===== config.mk =====
export PLATFORM = sky130hd
export DESIGN_NAME = id_ex_stage_flat
export DESIGN_NICKNAME = d
export VERILOG_FILES = /design/src/rtl/id_ex_stage_if.sv /design/src/rtl/id_ex_stage.sv /design/src/flat_wrapper.sv
export SDC_FILE = /design/constraint.sdc
export NUM_CORES = 1
export LEC_CHECK = 0
export ABC_AREA = 1
export BUFFER_PORTS_ARGS = -buffer_cell sky130_fd_sc_hd__buf_2
export CAP_MARGIN = 20
export CORE_AREA = 5 5 231 233
export CTS_BUF_LIST = sky130_fd_sc_hd__clkbuf_8 sky130_fd_sc_hd__clkbuf_16
export DETAILED_ROUTE_END_ITERATION = 16
export DIE_AREA = 0 0 236 238
export HOLD_SLACK_MARGIN = 0.03
export PLACE_DENSITY = 0.51
export SYNTH_ARGS = -nofsm -noshare
export SYNTH_HDL_FRONTEND = slang
export SYNTH_SLANG_ARGS = --single-unit

===== constraint.sdc =====
create_clock -name clk -period 2.7 [get_ports clk]
set_input_delay 0.54 -clock clk [delete_from_list [all_inputs] [get_ports clk]]
set_output_delay 0.54 -clock clk [all_outputs]
set_load 0.05 [all_outputs]

===== src/rtl/id_ex_stage_if.sv =====
// ID-to-EX bundle for id_ex_stage: decoded ID inputs, redirect/ready controls,
// and the registered EX-side outputs. The master is the surrounding core; the slave is the stage.
interface id_ex_stage_if #(
  parameter int XLEN     = 64,
  parameter int ALU_OP_W = 4
);
  logic                id_valid;
  logic [4:0]          id_rs1;
  logic [4:0]          id_rs2;
  logic                id_uses_rs1;
  logic                id_uses_rs2;
  logic [4:0]          id_rd;
  logic                id_reg_write;
  logic                id_mem_read;
  logic                id_mem_write;
  logic [ALU_OP_W-1:0] id_alu_op;
  logic [XLEN-1:0]     id_rs1_data;
  logic [XLEN-1:0]     id_rs2_data;
  logic [XLEN-1:0]     id_imm;
  logic [XLEN-1:0]     id_pc;
  logic                flush_ex;
  logic                ex_ready;

  logic                stall_id;
  logic                ex_valid;
  logic [4:0]          rs1_ex;
  logic [4:0]          rs2_ex;
  logic [4:0]          rd_ex;
  logic                reg_write_ex;
  logic                mem_read_ex;
  logic                mem_write_ex;
  logic [ALU_OP_W-1:0] alu_op_ex;
  logic [XLEN-1:0]     rs1_data_ex;
  logic [XLEN-1:0]     rs2_data_ex;
  logic [XLEN-1:0]     imm_ex;
  logic [XLEN-1:0]     pc_ex;
  logic [31:0]         bubble_count;

  modport master (
    output id_valid, id_rs1, id_rs2, id_uses_rs1, id_uses_rs2, id_rd,
           id_reg_write, id_mem_read, id_mem_write, id_alu_op,
           id_rs1_data, id_rs2_data, id_imm, id_pc, flush_ex, ex_ready,
    input  stall_id, ex_valid, rs1_ex, rs2_ex, rd_ex, reg_write_ex,
           mem_read_ex, mem_write_ex, alu_op_ex, rs1_data_ex, rs2_data_ex,
           imm_ex, pc_ex, bubble_count
  );

  modport slave (
    input  id_valid, id_rs1, id_rs2, id_uses_rs1, id_uses_rs2, id_rd,
           id_reg_write, id_mem_read, id_mem_write, id_alu_op,
           id_rs1_data, id_rs2_data, id_imm, id_pc, flush_ex, ex_ready,
    output stall_id, ex_valid, rs1_ex, rs2_ex, rd_ex, reg_write_ex,
           mem_read_ex, mem_write_ex, alu_op_ex, rs1_data_ex, rs2_data_ex,
           imm_ex, pc_ex, bubble_count
  );
endinterface


===== src/rtl/id_ex_stage.sv =====
// ID/EX pipeline register with load-use hazard detection and bubble insertion.
// Optional load-use bubble counter enabled by defining PERF_CNT_EN.
module id_ex_stage #(
  parameter int XLEN     = 64,
  parameter int ALU_OP_W = 4
) (
  input logic        clk,
  input logic        rst_n,
  id_ex_stage_if.slave bus
);
  logic                ex_valid_q;
  logic [4:0]          rs1_q;
  logic [4:0]          rs2_q;
  logic [4:0]          rd_q;
  logic                reg_write_q;
  logic                mem_read_q;
  logic                mem_write_q;
  logic [ALU_OP_W-1:0] alu_op_q;
  logic [XLEN-1:0]     rs1_data_q;
  logic [XLEN-1:0]     rs2_data_q;
  logic [XLEN-1:0]     imm_q;
  logic [XLEN-1:0]     pc_q;
  logic                load_use;

  // x0 is excluded so a load targeting x0 never stalls a reader of x0.
  assign load_use = ex_valid_q & mem_read_q & (rd_q != 5'd0) & bus.id_valid &
                    ((bus.id_uses_rs1 & (bus.id_rs1 == rd_q)) |
                     (bus.id_uses_rs2 & (bus.id_rs2 == rd_q)));

  assign bus.stall_id = ~bus.flush_ex & (~bus.ex_ready | load_use);

  always_ff @(posedge clk or negedge rst_n) begin
    if (!rst_n) begin
      ex_valid_q  <= 1'b0;
      rs1_q       <= '0;
      rs2_q       <= '0;
      rd_q        <= '0;
      reg_write_q <= 1'b0;
      mem_read_q  <= 1'b0;
      mem_write_q <= 1'b0;
      alu_op_q    <= '0;
      rs1_data_q  <= '0;
      rs2_data_q  <= '0;
      imm_q       <= '0;
      pc_q        <= '0;
    end else if (bus.flush_ex || (bus.ex_ready && load_use)) begin
      // Flush and bubble both kill the slot; operands and addresses hold.
      ex_valid_q  <= 1'b0;
      rd_q        <= '0;
      reg_write_q <= 1'b0;
      mem_read_q  <= 1'b0;
      mem_write_q <= 1'b0;
    end else if (bus.ex_ready) begin
      ex_valid_q  <= bus.id_valid;
      rs1_q       <= bus.id_rs1;
      rs2_q       <= bus.id_rs2;
      rd_q        <= bus.id_rd;
      reg_write_q <= bus.id_valid & bus.id_reg_write;
      mem_read_q  <= bus.id_valid & bus.id_mem_read;
      mem_write_q <= bus.id_valid & bus.id_mem_write;
      alu_op_q    <= bus.id_alu_op;
      rs1_data_q  <= bus.id_rs1_data;
      rs2_data_q  <= bus.id_rs2_data;
      imm_q       <= bus.id_imm;
      pc_q        <= bus.id_pc;
    end
  end

  assign bus.ex_valid     = ex_valid_q;
  assign bus.rs1_ex       = rs1_q;
  assign bus.rs2_ex       = rs2_q;
  assign bus.rd_ex        = rd_q;
  assign bus.reg_write_ex = reg_write_q;
  assign bus.mem_read_ex  = mem_read_q;
  assign bus.mem_write_ex = mem_write_q;
  assign bus.alu_op_ex    = alu_op_q;
  assign bus.rs1_data_ex  = rs1_data_q;
  assign bus.rs2_data_ex  = rs2_data_q;
  assign bus.imm_ex       = imm_q;
  assign bus.pc_ex        = pc_q;

`ifdef PERF_CNT_EN
  logic [31:0] bubble_q;

  always_ff @(posedge clk or negedge rst_n) begin
    if (!rst_n) begin
      bubble_q <= '0;
    end else if (!bus.flush_ex && bus.ex_ready && load_use && (bubble_q != 32'hFFFF_FFFF)) begin
      bubble_q <= bubble_q + 32'd1;
    end
  end

  assign bus.bubble_count = bubble_q;
`else
  assign bus.bubble_count = 32'd0;
`endif
endmodule


===== src/flat_wrapper.sv =====
// flat-port wrapper written by rule: the top's interface ports become plain ports
module id_ex_stage_flat 
#(
  parameter int XLEN     = 64,
  parameter int ALU_OP_W = 4
)
  (clk, rst_n, bus_id_valid, bus_id_rs1, bus_id_rs2, bus_id_uses_rs1, bus_id_uses_rs2, bus_id_rd, bus_id_reg_write, bus_id_mem_read, bus_id_mem_write, bus_id_alu_op, bus_id_rs1_data, bus_id_rs2_data, bus_id_imm, bus_id_pc, bus_flush_ex, bus_ex_ready, bus_stall_id, bus_ex_valid, bus_rs1_ex, bus_rs2_ex, bus_rd_ex, bus_reg_write_ex, bus_mem_read_ex, bus_mem_write_ex, bus_alu_op_ex, bus_rs1_data_ex, bus_rs2_data_ex, bus_imm_ex, bus_pc_ex, bus_bubble_count);
  id_ex_stage_if #(.XLEN(XLEN), .ALU_OP_W(ALU_OP_W)) bus_i ();
  input logic clk;
  input logic rst_n;
  input wire logic [$bits(bus_i.id_valid)-1:0] bus_id_valid;
  input wire logic [$bits(bus_i.id_rs1)-1:0] bus_id_rs1;
  input wire logic [$bits(bus_i.id_rs2)-1:0] bus_id_rs2;
  input wire logic [$bits(bus_i.id_uses_rs1)-1:0] bus_id_uses_rs1;
  input wire logic [$bits(bus_i.id_uses_rs2)-1:0] bus_id_uses_rs2;
  input wire logic [$bits(bus_i.id_rd)-1:0] bus_id_rd;
  input wire logic [$bits(bus_i.id_reg_write)-1:0] bus_id_reg_write;
  input wire logic [$bits(bus_i.id_mem_read)-1:0] bus_id_mem_read;
  input wire logic [$bits(bus_i.id_mem_write)-1:0] bus_id_mem_write;
  input wire logic [$bits(bus_i.id_alu_op)-1:0] bus_id_alu_op;
  input wire logic [$bits(bus_i.id_rs1_data)-1:0] bus_id_rs1_data;
  input wire logic [$bits(bus_i.id_rs2_data)-1:0] bus_id_rs2_data;
  input wire logic [$bits(bus_i.id_imm)-1:0] bus_id_imm;
  input wire logic [$bits(bus_i.id_pc)-1:0] bus_id_pc;
  input wire logic [$bits(bus_i.flush_ex)-1:0] bus_flush_ex;
  input wire logic [$bits(bus_i.ex_ready)-1:0] bus_ex_ready;
  output wire logic [$bits(bus_i.stall_id)-1:0] bus_stall_id;
  output wire logic [$bits(bus_i.ex_valid)-1:0] bus_ex_valid;
  output wire logic [$bits(bus_i.rs1_ex)-1:0] bus_rs1_ex;
  output wire logic [$bits(bus_i.rs2_ex)-1:0] bus_rs2_ex;
  output wire logic [$bits(bus_i.rd_ex)-1:0] bus_rd_ex;
  output wire logic [$bits(bus_i.reg_write_ex)-1:0] bus_reg_write_ex;
  output wire logic [$bits(bus_i.mem_read_ex)-1:0] bus_mem_read_ex;
  output wire logic [$bits(bus_i.mem_write_ex)-1:0] bus_mem_write_ex;
  output wire logic [$bits(bus_i.alu_op_ex)-1:0] bus_alu_op_ex;
  output wire logic [$bits(bus_i.rs1_data_ex)-1:0] bus_rs1_data_ex;
  output wire logic [$bits(bus_i.rs2_data_ex)-1:0] bus_rs2_data_ex;
  output wire logic [$bits(bus_i.imm_ex)-1:0] bus_imm_ex;
  output wire logic [$bits(bus_i.pc_ex)-1:0] bus_pc_ex;
  output wire logic [$bits(bus_i.bubble_count)-1:0] bus_bubble_count;
  assign bus_i.id_valid = bus_id_valid;
  assign bus_i.id_rs1 = bus_id_rs1;
  assign bus_i.id_rs2 = bus_id_rs2;
  assign bus_i.id_uses_rs1 = bus_id_uses_rs1;
  assign bus_i.id_uses_rs2 = bus_id_uses_rs2;
  assign bus_i.id_rd = bus_id_rd;
  assign bus_i.id_reg_write = bus_id_reg_write;
  assign bus_i.id_mem_read = bus_id_mem_read;
  assign bus_i.id_mem_write = bus_id_mem_write;
  assign bus_i.id_alu_op = bus_id_alu_op;
  assign bus_i.id_rs1_data = bus_id_rs1_data;
  assign bus_i.id_rs2_data = bus_id_rs2_data;
  assign bus_i.id_imm = bus_id_imm;
  assign bus_i.id_pc = bus_id_pc;
  assign bus_i.flush_ex = bus_flush_ex;
  assign bus_i.ex_ready = bus_ex_ready;
  assign bus_stall_id = bus_i.stall_id;
  assign bus_ex_valid = bus_i.ex_valid;
  assign bus_rs1_ex = bus_i.rs1_ex;
  assign bus_rs2_ex = bus_i.rs2_ex;
  assign bus_rd_ex = bus_i.rd_ex;
  assign bus_reg_write_ex = bus_i.reg_write_ex;
  assign bus_mem_read_ex = bus_i.mem_read_ex;
  assign bus_mem_write_ex = bus_i.mem_write_ex;
  assign bus_alu_op_ex = bus_i.alu_op_ex;
  assign bus_rs1_data_ex = bus_i.rs1_data_ex;
  assign bus_rs2_data_ex = bus_i.rs2_data_ex;
  assign bus_imm_ex = bus_i.imm_ex;
  assign bus_pc_ex = bus_i.pc_ex;
  assign bus_bubble_count = bus_i.bubble_count;
  id_ex_stage #(.XLEN(XLEN), .ALU_OP_W(ALU_OP_W)) u_core (.clk(clk), .rst_n(rst_n), .bus(bus_i));
endmodule

## Word level (Yosys, flattened, before mapping)

Cells that the tools add are included.

| word-level totals | value |
|---|---|
| flip-flop bits (word level) | 279 |
| input bits | 285 |
| output and inout port bits | 312 |
| word-level logic and storage cells | 44 |

| cells by class | value |
|---|---|
| equality and inequality tests | 2 |
| muxes and demuxes | 10 |
| bitwise gates (word level) | 15 |
| reductions and logical operators | 5 |

Operators by type and width:

| operator | count |
|---|---|
| bitwise AND 1 bit | 10 |
| equality test 5 bit | 2 |
| two-way mux 5 bit | 2 |
| two-way mux 1 bit | 8 |
| nonzero test 5 bit | 1 |
| NOT 1 bit | 3 |
| OR 1 bit | 2 |
| AND reduction 2 bit | 1 |
| nonzero test 2 bit | 1 |
| logical AND 1 bit | 1 |
| logical OR 1 bit | 1 |

## Depth between registers and ports, before layout

Gate-level depths: netlist of run 1.

| depth | value |
|---|---|
| word-level depth | 8 |
| gate-level depth with buffers | 12 |

## Least setup slack after synthesis of run 1

Ideal clock, no wire load.

| path | value |
|---|---|
| path kind | reg-to-output |
| start point | register u_core.rd_q[1] (netlist: u_core.bus.rd_ex[1]) |
| end point | output port bus_stall_id |
| data arrival time | 2365 ps |
| slack | -205 ps |
| cell stages (with the launch flop) | 12 |
| path through | dfrtp_1 -> inv_1 -> nand2_1 -> nand2_1 -> nor2_1 -> nand3_1 -> nand2_1 -> nand2_1 -> buf_4 -> buf_6 -> buf_6 -> a21oi_1 |

| between the ends | value |
|---|---|
| cells in the longest elaborated chain, start to end | 6 |
| elaborated cells on any way between the ends | 11 |
| classes of those cells | eq/ne: 2; bitwise: 8; reduce/logical: 1 |

RTL lines:

| what | RTL line | RTL |
|---|---|---|
| start: declaration | id_ex_stage.sv:14 | `logic [4:0] rd_q;` |
| start signal: assignment | id_ex_stage.sv:57 | `rd_q <= bus.id_rd;` |
| equality test 5 bit, or another cell as far along | id_ex_stage.sv:27 | `((bus.id_uses_rs1 & (bus.id_rs1 == rd_q)) \|` |
| bitwise AND 1 bit (on tied branches) | id_ex_stage.sv:27, id_ex_stage.sv:26, id_ex_stage.sv:28 |  |
| OR 1 bit / bitwise AND 1 bit (equally long branches) | id_ex_stage.sv:27, id_ex_stage.sv:26 |  |
| bitwise AND 1 bit (*) | id_ex_stage.sv:26 | `assign load_use = ex_valid_q & mem_read_q & (rd_q != 5'd0) & bus.id_valid &` |
| OR 1 bit (*) | id_ex_stage.sv:30 | `assign bus.stall_id = ~bus.flush_ex & (~bus.ex_ready \| load_use);` |
| bitwise AND 1 bit (*) | id_ex_stage.sv:30 |  |
| end: declaration | flat_wrapper.sv:27 | `output wire logic [$bits(bus_i.stall_id)-1:0] bus_stall_id;` |

Mark *: on every way between the ends. The rest lies on a longest branch, timed or not.

## Final worst setup path of run 1

| path | value |
|---|---|
| start point | register u_core.rd_q[0] (netlist: u_core.bus.rd_ex[0]) |
| end point | output port bus_stall_id |

Same word-level chain as after synthesis.

==> flow_summary_export.csv, run 1 <==
group,metric,value,unit
status,status,"finished clean",
pwr,switching_share,37.5,%
route,post-route-drc-count,0,
setup_path,start_kind,"flop",
cts,cts_buffer_depth,3,
pwr,peakVddDrop,0.000409,V
worst_hold_path,holdCritPathClass,"input port to flop",
grt,grt.overflow.total,0,
route,drt_iter0_drc,674,
sta,setup_tns,0,ps
cts,ctsRootBufferMaster,"clkbuf_16",
route,viasPerCell,4.52,
place,dp_hpwl,32500,um
sta,skew,11.1,ps
cts,cts_sinks,279,
synthesis,ys.warnings.count,0,
layout,final_cell_mix,"nand2_1 (590), buf_2 (561), nand4_1 (281)",
floorplan,die_w,236,um
setup_path,cp_max_fo,15,
layout,final_cells,2570,
layout,syn_to_final_growth,38.0,%
floorplan,core,0.0510,mm2
synthesis,ys_types,15,
sta,drv_slew,0,
route,wl_per_cell,17.4,um
floorplan,die_area,0.0562,mm2
cts,clkTransAtPathRegs,60,ps
route,drt_wl_total,44800,um
setup_path,r2r_start,"u_core.bus.rd_ex[0]",
pwr,power_frac_seq,37.5,%
floorplan,fp-row-count,83,
setup_path,crit_required,2160,ps
route,ant_nets,0,
place,gp_congestion,0.898,
synthesis,synthCells,1338,
sta,setup-violations-final,0,
pwr,pwr-share-comb,28.1,%
cts,htreeDepth,2,
sta,relSlewSlack,51.1,%
cts,cts_tree,"done",
layout,mostFrequentLayoutCell,"nand2_1",
setup_path,reg2reg_slack,570,ps
sta,final-hold-violation-count,0,
synthesis,synth_seq_cells,279,
sta,max_freq,0.396,GHz
setup_path,reg2reg_depth,10,
pwr,p_int,8.29,mW
setup_path,r2r_end,"u_core.bus.rs2_data_ex[58]",
sta,period_needed,2530,ps
cts,postCtsSetupBuffers,0,
worst_hold_path,worstHoldPathCells,3,
worst_hold_path,min_to,"u_core.bus.rs2_data_ex[24]",
cts,cts_buffers,35,
floorplan,die_y,238,um
pwr,p_per_area,798,mW/mm2
cts,clock_latency,530,ps
grt,grt_pass1_wl,68500,um
synthesis,ys_seq_area_share,58.0,%
setup_path,path_class,"flop to primary output",
sta,rsz0062_at_grt,"false",
floorplan,io-pin-count,597,
setup_path,endpoint_kind,"primary output",
worst_hold_path,hold_path_startpoint,"bus_id_rs2_data[24]",
grt,grt_pass1_vias,11674,
setup_path,cp.arrival,1990,ps
pwr,clock_power_share,34.4,%
sta,period_share,93.5,%
grt,grtUsageTotal,15.1,%
floorplan,initial_utilization,23.6,%
grt,antenna_found_initial,10,
grt,grt_max_degree,152,
route,num_vias,11605,
pwr,leakage,9.39,nW
layout,layout-drive-gt1-share,35.6,%
route,drt_first_pass_iters,5,
flow_run,drv_cap,0,
layout,fin_nets,2150,
place,portBuffers,564,
sta,worst_pin_slew,734,ps
synthesis,avgSynthCellArea,9.00,um2
place,dp.cells,2507,
pwr,p_sw,4.97,mW
synthesis,syn_area,0.0120,mm2
-- logic make-up after synthesis --
kind of cell	synth area share, %
AOI/OAI and AO/OA	0.0415
buffers and inverters	8.46
DFF	58.0
other	0.0311
and+or+nand+nor	33.5
-- through the flow --
stage / instance area, um2 / power [mW] / hold WS [ps] / worst slack [ps] / utilization (%)
floorplan: 12200 / 7.63 / 244 / 68.0 / -
global placement: 15500 / 8.78 / 448 / 478 / 30.3
detailed placement: 15500 / 8.80 / 453 / 444 / 30.3
CTS: 16600 / 13.5 / 226 / 21.8 / 32.6
global route: 16600 / 13.9 / 238 / 8.41 / 32.6
finish: 16600 / 13.3 / 270 / 174 / 32.6
-- state kept, by name, summed over array words and instances (netlist names) --
register and cells:
u_core.bus.alu_op_ex 4, u_core.bus.ex_valid 1, u_core.bus.imm_ex 64, u_core.bus.mem_read_ex 1, u_core.bus.mem_write_ex 1, u_core.bus.pc_ex 64, u_core.bus.rd_ex 5, u_core.bus.reg_write_ex 1
u_core.bus.rs1_data_ex 64, u_core.bus.rs1_ex 5, u_core.bus.rs2_data_ex 64, u_core.bus.rs2_ex 5
-- cell usage after synthesis --
cell type  number  area (um2)
nand4_1       281        1760
buf_6          24         270
conb_1          1        3.75
nand3_1         2        10.0
buf_1          22        82.6
buf_4          43         323
inv_1          16        60.1
clkbuf_1       39         146
nand2_1       591        2220
inv_2           3        11.3
buf_2          25         125
dfrtp_1       279        6980
nor2_1         10        37.5
a21oi_1         1        5.00
nand3_2         1        10.0
-- how the worst max path moves through the flow --
stage | slack [ps] | cells after the start | end | startpoint
finish | 170 | 8 | bus_stall_id | u_core.bus.rd_ex[0]
global route | 8 | 8 | bus_stall_id | u_core.bus.rd_ex[0]
CTS | 20 | 9 | bus_stall_id | u_core.bus.rd_ex[2]
detailed placement | 440 | 12 | u_core.bus.imm_ex[37] | bus_id_rs2[0]
global placement | 480 | 12 | u_core.bus.pc_ex[2] | bus_id_rs2[0]
floorplan | 70 | 11 | bus_stall_id | u_core.bus.rd_ex[1]
-- final cells by class --
| cell class | instances | area (um2) |
|---|---|---|
| fillers | 5436 | 34400 |
| flip-flops and latches | 279 | 6990 |
| multi-input cells | 918 | 4180 |
| repair buffers | 612 | 3390 |
| clock buffers | 46 | 1050 |
| well taps | 680 | 851 |
| inverters | 19 | 78.8 |
| clock inverters | 10 | 68.8 |
| diodes | 6 | 15.0 |
-- power by group through the flow --
stage                     Clock [mW]  Combinational [mW]  Sequential [mW]
after floorplan                    0               0.769             6.86
after global placement             0                3.75             5.03
after detailed placement           0                3.77             5.04
after CTS                       4.73                3.77             4.98
after global routing            4.90                3.95             5.04
final                           4.56                3.73             4.98
-- worst max-delay path: stages (launching register included) --
cell and delay, ps:
dfrtp_1 470, nand2_1 120, nand2_1 60, nor2_1 90, nand3_1 80, nand2_1 110
nand2_4 160, a21oi_2 160, buf_4 210
-- what timing repair did --
item	in CTS	in global routing
hold buffers	1	0
endpoints found under the hold margin	35	0
setup endpoints to repair	0	1
resized for setup	0	6
-- routing by layer --
layer  routed length, um  global-route usage, %  share of wire [%]  up-vias
li1                    -                      -                  -     5507
met1               17900                   18.5                 40     5539
met2               22100                   25.5                 49      473
met3                3590                   4.48                8.0       78
met4                1140                   4.91                2.5        8
met5                  52                      0               0.12        -
Note: power is estimated with default switching activity, not from simulation.
==> run 2: changes to the inputs <==
CELL_PAD_IN_SITES_DETAIL_PLACEMENT = 0   (was default)
CELL_PAD_IN_SITES_GLOBAL_PLACEMENT = 1   (was default)
CORE_AREA = 5 5 228 230   (was 5 5 231 233)
DIE_AREA = 0 0 233 235   (was 0 0 236 238)
GPL_TIMING_DRIVEN = 0   (was default)
PLACE_DENSITY = 0.66   (was 0.51)
==> run 2 against run 1 <==
  * Final area grew 3.0%
  * Global-route usage grew 2.4 points
  * Via count up 2.5%
  * Sequential share of layout area is 1.2 points lower
  * First-iteration DRC count rose by 14%
  * Routed wire length rose by 11%
  * Clock-buffer cell count increased by 2
  * Flip-flop and latch count did not move
  * Non-clock buffer count up 110
  * Cell count up 4.2%
  * Critical path type is now input port to primary output
  * Critical endpoint unchanged
  * Largest cell class unchanged
  * Largest power group unchanged
==> flow_summary_export.csv, run 2 (synthesis gave the netlist of run 1 again) <==
group,metric,value,unit
status,status,"finished clean",
route,drt_wl_total,49800,um
setup_path,path_class,"input port to primary output",
layout,register_area,0.00699,mm2
pwr,pwr-share-comb,28.1,%
setup_path,r2r_start,"u_core.bus.rd_ex[2]",
layout,fin_nets,2261,
floorplan,fp-row-count,82,
cts,clock_latency,530,ps
layout,mostFrequentLayoutCell,"nand2_1",
grt,antenna_found_initial,9,
setup_path,cp.arrival,2000,ps
grt,grt_max_degree,110,
cts,htreeDepth,2,
floorplan,die_area,0.0548,mm2
layout,final_cell_area,0.0171,mm2
place,portBuffers,564,
floorplan,io-pin-count,597,
pwr,p_sw,5.12,mW
sta,period_share,94.3,%
place,gp_congestion,0.833,
setup_path,r2r_end,"u_core.bus.rs1_data_ex[60]",
sta,fin_ws,155,ps
cts,clkTransAtPathRegs,60,ps
setup_path,cp_max_fo,10,
layout,syn_to_final_growth,42.2,%
setup_path,endpoint_kind,"primary output",
sta,drv_slew,0,
cts,cts_buffer_depth,3,
setup_path,start_kind,"input port",
place,placed_cell_area,0.0159,mm2
pwr,leakage,9.64,nW
sta,final-hold-violation-count,0,
sta,period_needed,2540,ps
pwr,peakVddDrop,0.000376,V
route,post-route-drc-count,0,
route,viasPerCell,4.44,
layout,post-route-util,34.5,%
place,dp_hpwl,38200,um
pwr,power_frac_seq,36.9,%
place,dp_slack,-16.1,ps
layout,n_fill_cell,5370,
worst_hold_path,holdCritPathClass,"input port to flop",
route,wl_per_cell,18.6,um
setup_path,crit_required,2160,ps
cts,cts_sinks,279,
route,drt_iter0_drc,770,
pwr,power,13.5,mW
sta,setup-violations-final,0,
floorplan,core,0.0497,mm2
floorplan,die_w,233,um
sta,rsz0062_at_grt,"false",
setup_path,reg2reg_depth,13,
floorplan,initial_utilization,24.3,%
cts,cts_tree,"done",
route,ant_nets,0,
sta,worst_pin_slew,828,ps
cts,ctsRootBufferMaster,"clkbuf_16",
grt,grt_pass1_vias,12019,
route,drt_first_pass_iters,5,
pwr,p_int,8.39,mW
floorplan,die_y,235,um
layout,layout-drive-gt1-share,36.3,%
layout,multiInputGateArea,0.00418,mm2
worst_hold_path,worstHoldPathCells,3,
pwr,clock_power_share,35.1,%
pwr,p_per_area,789,mW/mm2
route,num_vias,11890,
layout,final_cell_mix,"nand2_1 (590), buf_2 (587), nand4_1 (281)",
grt,grt_pass1_wl,74800,um
sta,fin_hold_ws,258,ps
cts,cts_buffers,36,
sta,relSlewSlack,44.8,%
setup_path,reg2reg_slack,510,ps
pwr,switching_share,37.9,%
grt,grtUsageTotal,17.4,%
sta,max_freq,0.393,GHz
worst_hold_path,hold_path_startpoint,"bus_id_imm[60]",
sta,skew,19.6,ps
worst_hold_path,min_to,"u_core.bus.imm_ex[60]",
setup_path,startpoint,"bus_ex_ready",
flow_run,drv_cap,0,
grt,grt.overflow.total,0,
run 2: changes by cell type in the layout (fill, tap and decap cells not counted), sizes merged:
cell	delta
buf	+72
clkbuf	+40
diode	+1
inv	+1
clkinvlp	+1
run 2: how the worst max path moves through the flow:
stage               slack, ps                     to  cells past startpoint
finish                    160           bus_stall_id                      5
global route                2           bus_stall_id                      5
CTS                       0.6           bus_stall_id                     11
detailed placement        -20  u_core.bus.imm_ex[32]                      6
global placement        -4510   u_core.bus.rs2_ex[1]                      1
floorplan                  70           bus_stall_id                     11
run 2: metrics by stage:
stage                TNS, ps  instances
floorplan                  0       1369
global placement    -1245010       2605
detailed placement     -17.6       2607
CTS                        0       2670
global route               0       2676
finish                     0       2677
run 2: per-layer routing:
metal	routed length (um)	share of wire [%]	vias to the layer above	track usage [%]
met4	1470	2.9	4	6.23
met3	3990	8.0	83	5.05
met1	20100	40	5650	21.3
li1	-	-	5737	-
met2	24300	49	416	29.3
met5	34	0.068	-	0
run 2: final cells by class:
cell class              count  share of cell area (%)
plain buffers             151                    5.47
repair buffers            571                    17.2
multi-input cells         918                    24.4
diodes                      7                   0.102
flip-flops and latches    279                    40.8
inverters                  19                   0.416
clock inverters            12                   0.468
clock buffers              48                    6.29
well taps                 672                    4.91
run 2: what timing repair did:
item                                   CTS  global route
pin swaps                                2             4
buffers inserted                         3             1
endpoints found under the hold margin   70             0
resized for setup                       10             7
hold buffers                             1             0
setup endpoints to repair                1             1
run 2: critical path, stage by stage:
cell and delay [ps]:
buf_2 100, clkbuf_1 560, clkbuf_1 510, a21oi_4 100, buf_8 180
run 2: power groups by stage:
stage | Sequential (mW) | Combinational [mW] | Clock [mW]
after floorplan | 6.86 | 0.769 | 0
after global placement | 5.03 | 3.80 | 0
after detailed placement | 5.04 | 3.82 | 0
after CTS | 4.98 | 3.83 | 4.91
after global routing | 5.04 | 4.03 | 5.05
final | 4.98 | 3.79 | 4.74
